$ cat src/rtl/rom_read_arbiter_if.sv
// Bus between the requesters / ROM and rom_read_arbiter.
// The slave modport is the arbiter's view. The master modport is the requester and ROM side.
interface rom_read_arbiter_if #(
  parameter int NUM_REQ    = 4,
  parameter int ADDR_WIDTH = 2,
  parameter int DATA_WIDTH = 4
);
  localparam int ID_WIDTH = (NUM_REQ > 1) ? $clog2(NUM_REQ) : 1;

  logic [NUM_REQ-1:0]            req;
  logic [NUM_REQ*ADDR_WIDTH-1:0] req_addr;
  logic [NUM_REQ-1:0]            gnt;
  logic [ADDR_WIDTH-1:0]         rom_address;
  logic [DATA_WIDTH-1:0]         rom_data_in;
  logic                          rsp_valid;
  logic [DATA_WIDTH-1:0]         rsp_data;
  logic [ID_WIDTH-1:0]           rsp_id;

  modport slave (
    input  req, req_addr, rom_data_in,
    output gnt, rom_address, rsp_valid, rsp_data, rsp_id
  );

  modport master (
    output req, req_addr, rom_data_in,
    input  gnt, rom_address, rsp_valid, rsp_data, rsp_id
  );
endinterface

$ cat src/rtl/rom_read_arbiter.sv
// Round-robin arbiter sharing one combinational ROM. It keeps one read in flight (IDLE->SETTLE->RESP).
// Defining ROM_RD_CNT_EN adds a 16-bit rd_count output that counts served reads.
module rom_read_arbiter #(
  parameter int NUM_REQ    = 4,
  parameter int ADDR_WIDTH = 2,
  parameter int DATA_WIDTH = 4
) (
  input  logic                clk,
  input  logic                rst,
  rom_read_arbiter_if.slave   bus
`ifdef ROM_RD_CNT_EN
  ,
  output logic [15:0]         rd_count
`endif
);
  localparam int ID_WIDTH = (NUM_REQ > 1) ? $clog2(NUM_REQ) : 1;

  typedef enum logic [1:0] {
    IDLE   = 2'd0,
    SETTLE = 2'd1,
    RESP   = 2'd2
  } state_t;

  state_t                state_reg, state_next;
  logic [ID_WIDTH-1:0]   rr_ptr_reg, rr_ptr_next;
  logic [ID_WIDTH-1:0]   id_reg, id_next;
  logic [ID_WIDTH-1:0]   rsp_id_reg, rsp_id_next;
  logic [ADDR_WIDTH-1:0] rom_address_reg, rom_address_next;
  logic [NUM_REQ-1:0]    gnt_reg, gnt_next;
  logic                  rsp_valid_reg, rsp_valid_next;
  logic [DATA_WIDTH-1:0] rsp_data_reg, rsp_data_next;

  logic [NUM_REQ-1:0]    hit;
  logic [ID_WIDTH-1:0]   cand [NUM_REQ];
  logic [ID_WIDTH-1:0]   winner;
  logic                  any_req;

  // cand[k] is the requester k places after rr_ptr, wrapping modulo NUM_REQ.
  for (genvar gi = 0; gi < NUM_REQ; gi++) begin : g_cand
    logic [ID_WIDTH:0] sum;
    assign sum      = {1'b0, rr_ptr_reg} + (ID_WIDTH+1)'(gi);
    assign cand[gi] = (sum >= (ID_WIDTH+1)'(NUM_REQ))
                      ? ID_WIDTH'(sum - (ID_WIDTH+1)'(NUM_REQ))
                      : sum[ID_WIDTH-1:0];
    assign hit[gi]  = bus.req[cand[gi]];
  end

  // The lowest rotated offset with a pending request wins.
  always_comb begin
    winner = '0;
    for (int k = NUM_REQ - 1; k >= 0; k--) begin
      if (hit[k]) begin
        winner = cand[k];
      end
    end
  end

  assign any_req = |bus.req;

  always_comb begin
    state_next       = state_reg;
    rr_ptr_next      = rr_ptr_reg;
    id_next          = id_reg;
    rom_address_next = rom_address_reg;
    gnt_next         = '0;
    rsp_valid_next   = 1'b0;
    rsp_data_next    = rsp_data_reg;
    rsp_id_next      = rsp_id_reg;
    case (state_reg)
      IDLE: begin
        if (any_req) begin
          id_next          = winner;
          rom_address_next = bus.req_addr[winner*ADDR_WIDTH +: ADDR_WIDTH];
          state_next       = SETTLE;
        end
      end
      SETTLE: begin
        rsp_data_next    = bus.rom_data_in;
        rsp_valid_next   = 1'b1;
        gnt_next[id_reg] = 1'b1;
        rsp_id_next      = id_reg;
        state_next       = RESP;
      end
      RESP: begin
        rr_ptr_next = (id_reg == ID_WIDTH'(NUM_REQ - 1)) ? '0 : id_reg + 1'b1;
        state_next  = IDLE;
      end
      default: state_next = IDLE;
    endcase
  end

  always_ff @(posedge clk or posedge rst) begin
    if (rst) begin
      state_reg       <= IDLE;
      rr_ptr_reg      <= '0;
      id_reg          <= '0;
      rom_address_reg <= '0;
      gnt_reg         <= '0;
      rsp_valid_reg   <= 1'b0;
      rsp_data_reg    <= '0;
      rsp_id_reg      <= '0;
    end else begin
      state_reg       <= state_next;
      rr_ptr_reg      <= rr_ptr_next;
      id_reg          <= id_next;
      rom_address_reg <= rom_address_next;
      gnt_reg         <= gnt_next;
      rsp_valid_reg   <= rsp_valid_next;
      rsp_data_reg    <= rsp_data_next;
      rsp_id_reg      <= rsp_id_next;
    end
  end

  assign bus.rom_address = rom_address_reg;
  assign bus.gnt         = gnt_reg;
  assign bus.rsp_valid   = rsp_valid_reg;
  assign bus.rsp_data    = rsp_data_reg;
  assign bus.rsp_id      = rsp_id_reg;

`ifdef ROM_RD_CNT_EN
  logic [15:0] rd_count_reg;

  // Count on the same edge that raises rsp_valid so the count already includes the visible pulse.
  always_ff @(posedge clk or posedge rst) begin
    if (rst) begin
      rd_count_reg <= '0;
    end else if (rsp_valid_next) begin
      rd_count_reg <= rd_count_reg + 16'd1;
    end
  end

  assign rd_count = rd_count_reg;
`endif
endmodule
$ cat src/flat_wrapper.sv
// flat-port wrapper written by rule: the top's interface ports become plain ports
module rom_read_arbiter_flat 
#(
  parameter int NUM_REQ    = 4,
  parameter int ADDR_WIDTH = 2,
  parameter int DATA_WIDTH = 4
)
  (clk, rst, bus_req, bus_req_addr, bus_rom_data_in, bus_gnt, bus_rom_address, bus_rsp_valid, bus_rsp_data, bus_rsp_id);
  rom_read_arbiter_if #(.NUM_REQ(NUM_REQ), .ADDR_WIDTH(ADDR_WIDTH), .DATA_WIDTH(DATA_WIDTH)) bus_i ();
  input  logic clk;
  input  logic rst;
  input wire logic [$bits(bus_i.req)-1:0] bus_req;
  input wire logic [$bits(bus_i.req_addr)-1:0] bus_req_addr;
  input wire logic [$bits(bus_i.rom_data_in)-1:0] bus_rom_data_in;
  output wire logic [$bits(bus_i.gnt)-1:0] bus_gnt;
  output wire logic [$bits(bus_i.rom_address)-1:0] bus_rom_address;
  output wire logic [$bits(bus_i.rsp_valid)-1:0] bus_rsp_valid;
  output wire logic [$bits(bus_i.rsp_data)-1:0] bus_rsp_data;
  output wire logic [$bits(bus_i.rsp_id)-1:0] bus_rsp_id;
  assign bus_i.req = bus_req;
  assign bus_i.req_addr = bus_req_addr;
  assign bus_i.rom_data_in = bus_rom_data_in;
  assign bus_gnt = bus_i.gnt;
  assign bus_rom_address = bus_i.rom_address;
  assign bus_rsp_valid = bus_i.rsp_valid;
  assign bus_rsp_data = bus_i.rsp_data;
  assign bus_rsp_id = bus_i.rsp_id;
  rom_read_arbiter #(.NUM_REQ(NUM_REQ), .ADDR_WIDTH(ADDR_WIDTH), .DATA_WIDTH(DATA_WIDTH)) u_core (.clk(clk), .rst(rst), .bus(bus_i));
endmodule
$ cat config.mk
export PLATFORM = sky130hd
export DESIGN_NAME = rom_read_arbiter_flat
export DESIGN_NICKNAME = d
export VERILOG_FILES = /design/src/rtl/rom_read_arbiter_if.sv /design/src/rtl/rom_read_arbiter.sv /design/src/flat_wrapper.sv
export SDC_FILE = /design/constraint.sdc
export NUM_CORES = 1
export LEC_CHECK = 0
export CORE_MARGIN = 5
export CORE_UTILIZATION = 43
export CTS_CLUSTER_SIZE = 40
export DETAILED_ROUTE_END_ITERATION = 6
export HOLD_SLACK_MARGIN = 0.06
export PLACE_DENSITY_LB_ADDON = 0.15
export SETUP_SLACK_MARGIN = 0.1
export SYNTH_ARGS = -nofsm -noshare
export SYNTH_HDL_FRONTEND = slang
export SYNTH_SLANG_ARGS = --single-unit
$ cat constraint.sdc
create_clock -name clk -period 1.8 [get_ports clk]
set_input_delay 0.36 -clock clk [delete_from_list [all_inputs] [get_ports clk]]
set_output_delay 0.36 -clock clk [all_outputs]
set_load 0.02 [all_outputs]
## Yosys cells after proc, flatten, opt, wreduce, memory -nomap -nowiden

Cells that the tools add are included.

- Register bits after elaboration: 19
- Output and inout bits: 13

- Mux-type cells: 23
- Order comparisons: 10
- Reductions and logical operators: 4
- Shift-type cells: 1
- Add/sub/neg operators: 8
- Equality and inequality tests: 4

Operators by type and width:

| operator | number |
|---|---|
| two-way mux 2 bit | 10 |
| less-than comparator 2 x 3 -> 1 bit, second input constant | 5 |
| greater-or-equal comparator 3 bit, second input constant | 3 |
| binary-select mux 1 bit (select 2 bit) | 4 |
| variable part select 8 x 4 -> 2 bit | 1 |
| subtractor 2 x 1 -> 2 bit, second input constant | 4 |
| adder 2 x 2 -> 3 bit, second input constant | 2 |
| two-way mux 1 bit | 6 |
| equality test 2 bit, second input constant | 2 |
| two-way mux 4 bit | 1 |
| one-hot mux 2 bit (2 select lines) | 1 |
| OR reduction 4 bit | 1 |
| adder 2 x 1 -> 3 bit, second input constant | 1 |
| greater-or-equal comparator 2 x 3 -> 1 bit, second input constant | 1 |
| adder 2 x 1 -> 2 bit, second input constant | 1 |
| demux 1 bit (select 2 bit) | 1 |
| equality test 2 x 1 -> 1 bit, second input constant | 1 |
| greater-or-equal comparator 2 x 1 -> 1 bit, second input constant | 1 |
| zero test 2 bit | 1 |
| != test 2 x 1 -> 1 bit, second input constant | 1 |
| AND reduction 2 bit | 1 |
| logical AND 1 bit | 1 |

## Logic depth before layout (Yosys ltp)

- Depth in word-level cells: 10
- Gate-level depth with buffers: 5
- Gate-level depth less buffers: 5

## Least setup slack after synthesis

No wires, ideal clock.

- Kind: input-to-reg
- Start point: in bus_req[0]
- End point: reg u_core.rom_address_reg[0], in the netlist u_core.bus.rom_address[0]
- Data required time: 1.662 ns
- Stages: 5
- Setup slack: 0.352 ns
- Arrival: 1.310 ns
- Buffers on the path: 0
- Cells stage by stage: nor2b_1 > a211o_1 > a21oi_4 > mux2i_1 > o221ai_1

- Longest elaborated chain between the ends: 7
- Elaborated cells on any way between the ends: 15

Ends and longest elaborated chain:

| what | line | source |
|---|---|---|
| start, declared | flat_wrapper.sv:12 | `input wire logic [$bits(bus_i.req)-1:0] bus_req;` |
| binary-select mux 1 bit (select 2 bit) | rom_read_arbiter.sv:45 | `assign hit[gi] = bus.req[cand[gi]];` |
| two-way mux 1 bit (implied by the code) | rom_read_arbiter.sv:45 |  |
| two-way mux 2 bit (4 in a row) | rom_read_arbiter.sv:52 | `if (hit[k]) begin` |
| variable part select 8 x 4 -> 2 bit | rom_read_arbiter.sv:73 | `rom_address_next = bus.req_addr[winner*ADDR_WIDTH +: ADDR_WIDTH];` |
| end signal, assigned | rom_read_arbiter.sv:106 | `rom_address_reg <= rom_address_next;` |
| end, declared | rom_read_arbiter.sv:28 | `logic [ADDR_WIDTH-1:0] rom_address_reg, rom_address_next;` |

Several ways; a longest one is shown, not always the timed one. The select of a mux whose other input is x is not followed.
A chain may end at the register's enable or synchronous reset.

## Final worst setup path

- Start point: reg u_core.rom_address_reg[1], in the netlist u_core.bus.rom_address[1]
- End point: out bus_rom_address[1]

RTL lines:

| what | line | source |
|---|---|---|
| end, declared | flat_wrapper.sv:16 | `output wire logic [$bits(bus_i.rom_address)-1:0] bus_rom_address;` |

No word-level cell between the ends.

==> flow_summary_export.csv <==
group,metric,value,unit
worst_setup_path,path_delay_family,"buffers and inverters",
layout,num-fill-cells,162,
worst_setup_path,worst-setup-path-type,"register to output pin",
detailed_routing,vias,632,
clock_network,cts_made_buffers,3,
place,io_buffers,30,
power,comb_power_share,0.515,
power,power_density,1540,nW/um2
global_route,antenna_found_initial,0,
die,dieArea,2990,um2
layout,drive_above_1_share,0.193,
clock_network,cts_root_buffer,"clkbuf_4",
worst_setup_path,arrival,1.28,ns
worst_setup_path,cpMaxStageDelayCell,"clkdlybuf4s50_1",
detailed_routing,antenna_left,0,
synthesis,ys_warn_count,0,
die,die_width,54.7,um
layout,area_growth,48.3,%
layout,nNetsFinal,132,
synthesis,synth_seq_cells,19,
place,gp_congestion,0.794,
timing,finalHoldViolCount,0,
timing,setup_viol,0,
detailed_routing,dr.pass1.iters,2,
power,ir_drop,1.03,mV
synthesis,synth_area,860,um2
timing,tns,0,ns
power,p_sw,712,uW
timing,slew-limit-headroom,0.811,
synthesis,synth_area_per_cell,12.5,um2
global_route,grt_pass1_vias,645,
layout,register_area,475,um2
detailed_routing,drt-wirelength-per-cell,11.9,um
outcome,status,"complete, no violations",
worst_setup_path,startpoint,"u_core.bus.rom_address[1]",
timing,fin_crit_sh,0.910,
timing,worst_slew_pin_slew,0.284,ns
layout,antennaDiodeCount,0,
die,design.core.area,1940,um2
hold_path,hold_class,"input port to async pin",
worst_setup_path,cp-start-kind,"register",
synthesis,synth_cells,69,
power,p_leak,0.598,nW
clock_network,clkTransAtPathRegs,0.10,ns
worst_setup_path,path_cells,"clkdlybuf4s50_1",
detailed_routing,via_per_inst,4.65,
die,pin_count,31,
power,p_int,1.26,mW
worst_setup_path,critPathBufInv,1,
job,cap_viol_max_count,0,
clock_network,cts_tree,"yes",
synthesis,synth_nets,91,
layout,multi_input_area,355,um2
worst_setup_path,required,1.44,ns
timing,max_freq,0.611,GHz
die,rows,16,
place,post-dp-hpwl,1.31,mm
detailed_routing,drtIter0Drc,3,
power,clockPowerShare,0.104,
timing,fin_skew,0.00456,ns
power,switching_share,0.362,
timing,fin_crit,1.64,ns
power,power.total,1.97,mW
die,die_h,54.7,um
synthesis,synth_cell_types,20,
worst_setup_path,timing.rr.start,"u_core.rr_ptr_reg[1]",
global_route,grt_max_degree,20,
global_route,grt_pass1_wl,2.64,mm
worst_setup_path,crit_path_end_kind,"output pin",
global_route,grt_overflow,0,
power,seq_power_share,0.381,
clock_network,htreeDepth,1,
global_route,track_usage,0.125,
timing,rsz0062_at_grt,"false",
clock_network,clock_latency,0.29,ns
timing,final-max-slew-violation-count,0,
worst_setup_path,critPathMaxFanout,2,
clock_network,postCtsSetupBuffers,0,
clock_network,cts_sinks,19,
detailed_routing,drc,0,
die,initial_utilization,0.443,
synthesis,seq_area_frac_synth,0.553,
detailed_routing,drt_wl_total,1.61,mm
worst_setup_path,slowest_delay,0.61,ns
clock_network,clock_path_buffers,2,
[final timing paths]
kind	slack (ns)	cells after the start	to
min	0.38	3	u_core.bus.rsp_valid
min in group clk	0.50	1	u_core.state_reg[1]
min reg2reg	0.50	1	u_core.state_reg[1]
max	0.16	1	bus_rom_address[1]
max reg2reg	0.31	4	u_core.bus.rom_address[0]
max in group asynchronous	1.23	3	u_core.bus.rsp_id[0]
[timing repair]
action / CTS / global route
endpoints found under the setup margin: 1 / 2
pin swaps: 1 / 3
hold buffers: 0 / 0
gates resized for setup: 0 / 3
[per-layer routing]
layer  GRT usage  vias to the layer above  part of all wire  wire length, um
met1       0.150                      306              0.40              649
li1            -                      313                 -                -
met4      0.0249                        0                 0                0
met3      0.0490                        0             0.060               96
met2       0.209                       13              0.54              867
met5           0                        -                 0                0
[metrics by stage]
step,hold slack [ns],cell area (um2),cells,setup slack (ns),utilization
2_1_floorplan,0.311,860,69,0.352,-
3_3_place_gp,0.478,1240,132,-0.143,0.639
3_5_place_dp,0.488,1240,132,-0.228,0.639
4_1_cts,0.384,1270,136,0.104,0.653
5_1_grt,0.398,1270,136,0.105,0.657
6_report,0.376,1270,136,0.162,0.657
[Yosys cell counts]
cell type / n / area, um2
mux2_2: 8 / 90.1
o21ai_0: 1 / 5.00
inv_1: 7 / 26.3
o31ai_1: 1 / 7.51
a311o_1: 1 / 10.0
and2_1: 4 / 25.0
ha_1: 4 / 50.1
dfrtp_1: 19 / 475
a21oi_1: 1 / 5.00
a21oi_4: 1 / 16.3
nand2b_1: 2 / 12.5
a21o_2: 1 / 8.76
mux2i_1: 4 / 40.0
o22ai_1: 1 / 6.26
a211o_1: 1 / 8.76
o221ai_1: 3 / 26.3
nor2_1: 2 / 7.51
nand2_1: 4 / 15.0
buf_2: 1 / 5.00
nor2b_1: 3 / 18.8
[final cells by class]
type	count	area share
well taps	27	0.0265
inverters	7	0.0206
repair buffers	37	0.281
multi-input cells	42	0.279
clock buffers	4	0.0206
flip-flops and latches	19	0.373
[cell families (layout without fill, tap and decap cells)]
logic type	count (synthesis)	count (layout)	share of synthesized area
multiplexers	12	12	0.151
buffers and inverters	8	48	0.0364
adder cells (fa/ha/maj)	4	4	0.0582
AND/OR/NAND/NOR	15	15	0.0917
flip-flops	19	19	0.553
AO/OA/AOI/OAI	11	11	0.109
[layout by cell type, fill, tap and decap left out, types with 3 or more instances in the layout]
cell type         n
dfrtp_1          19
and2_1            4
mux2_2            8
clkbuf_4          3
inv_1             7
nand2_1           4
buf_4             7
ha_1              4
o221ai_1          3
clkdlybuf4s50_1  28
mux2i_1           4
[power groups by stage]
stage,Sequential [mW],Clock [mW],Combinational (mW)
after global placement,0.749,0,1.00
after CTS,0.750,0.210,1.03
final,0.750,0.206,1.01
after floorplan,0.887,0,0.447
after detailed placement,0.757,0,1.03
after global routing,0.774,0.239,1.10
(Power assumes the default switching activity.)
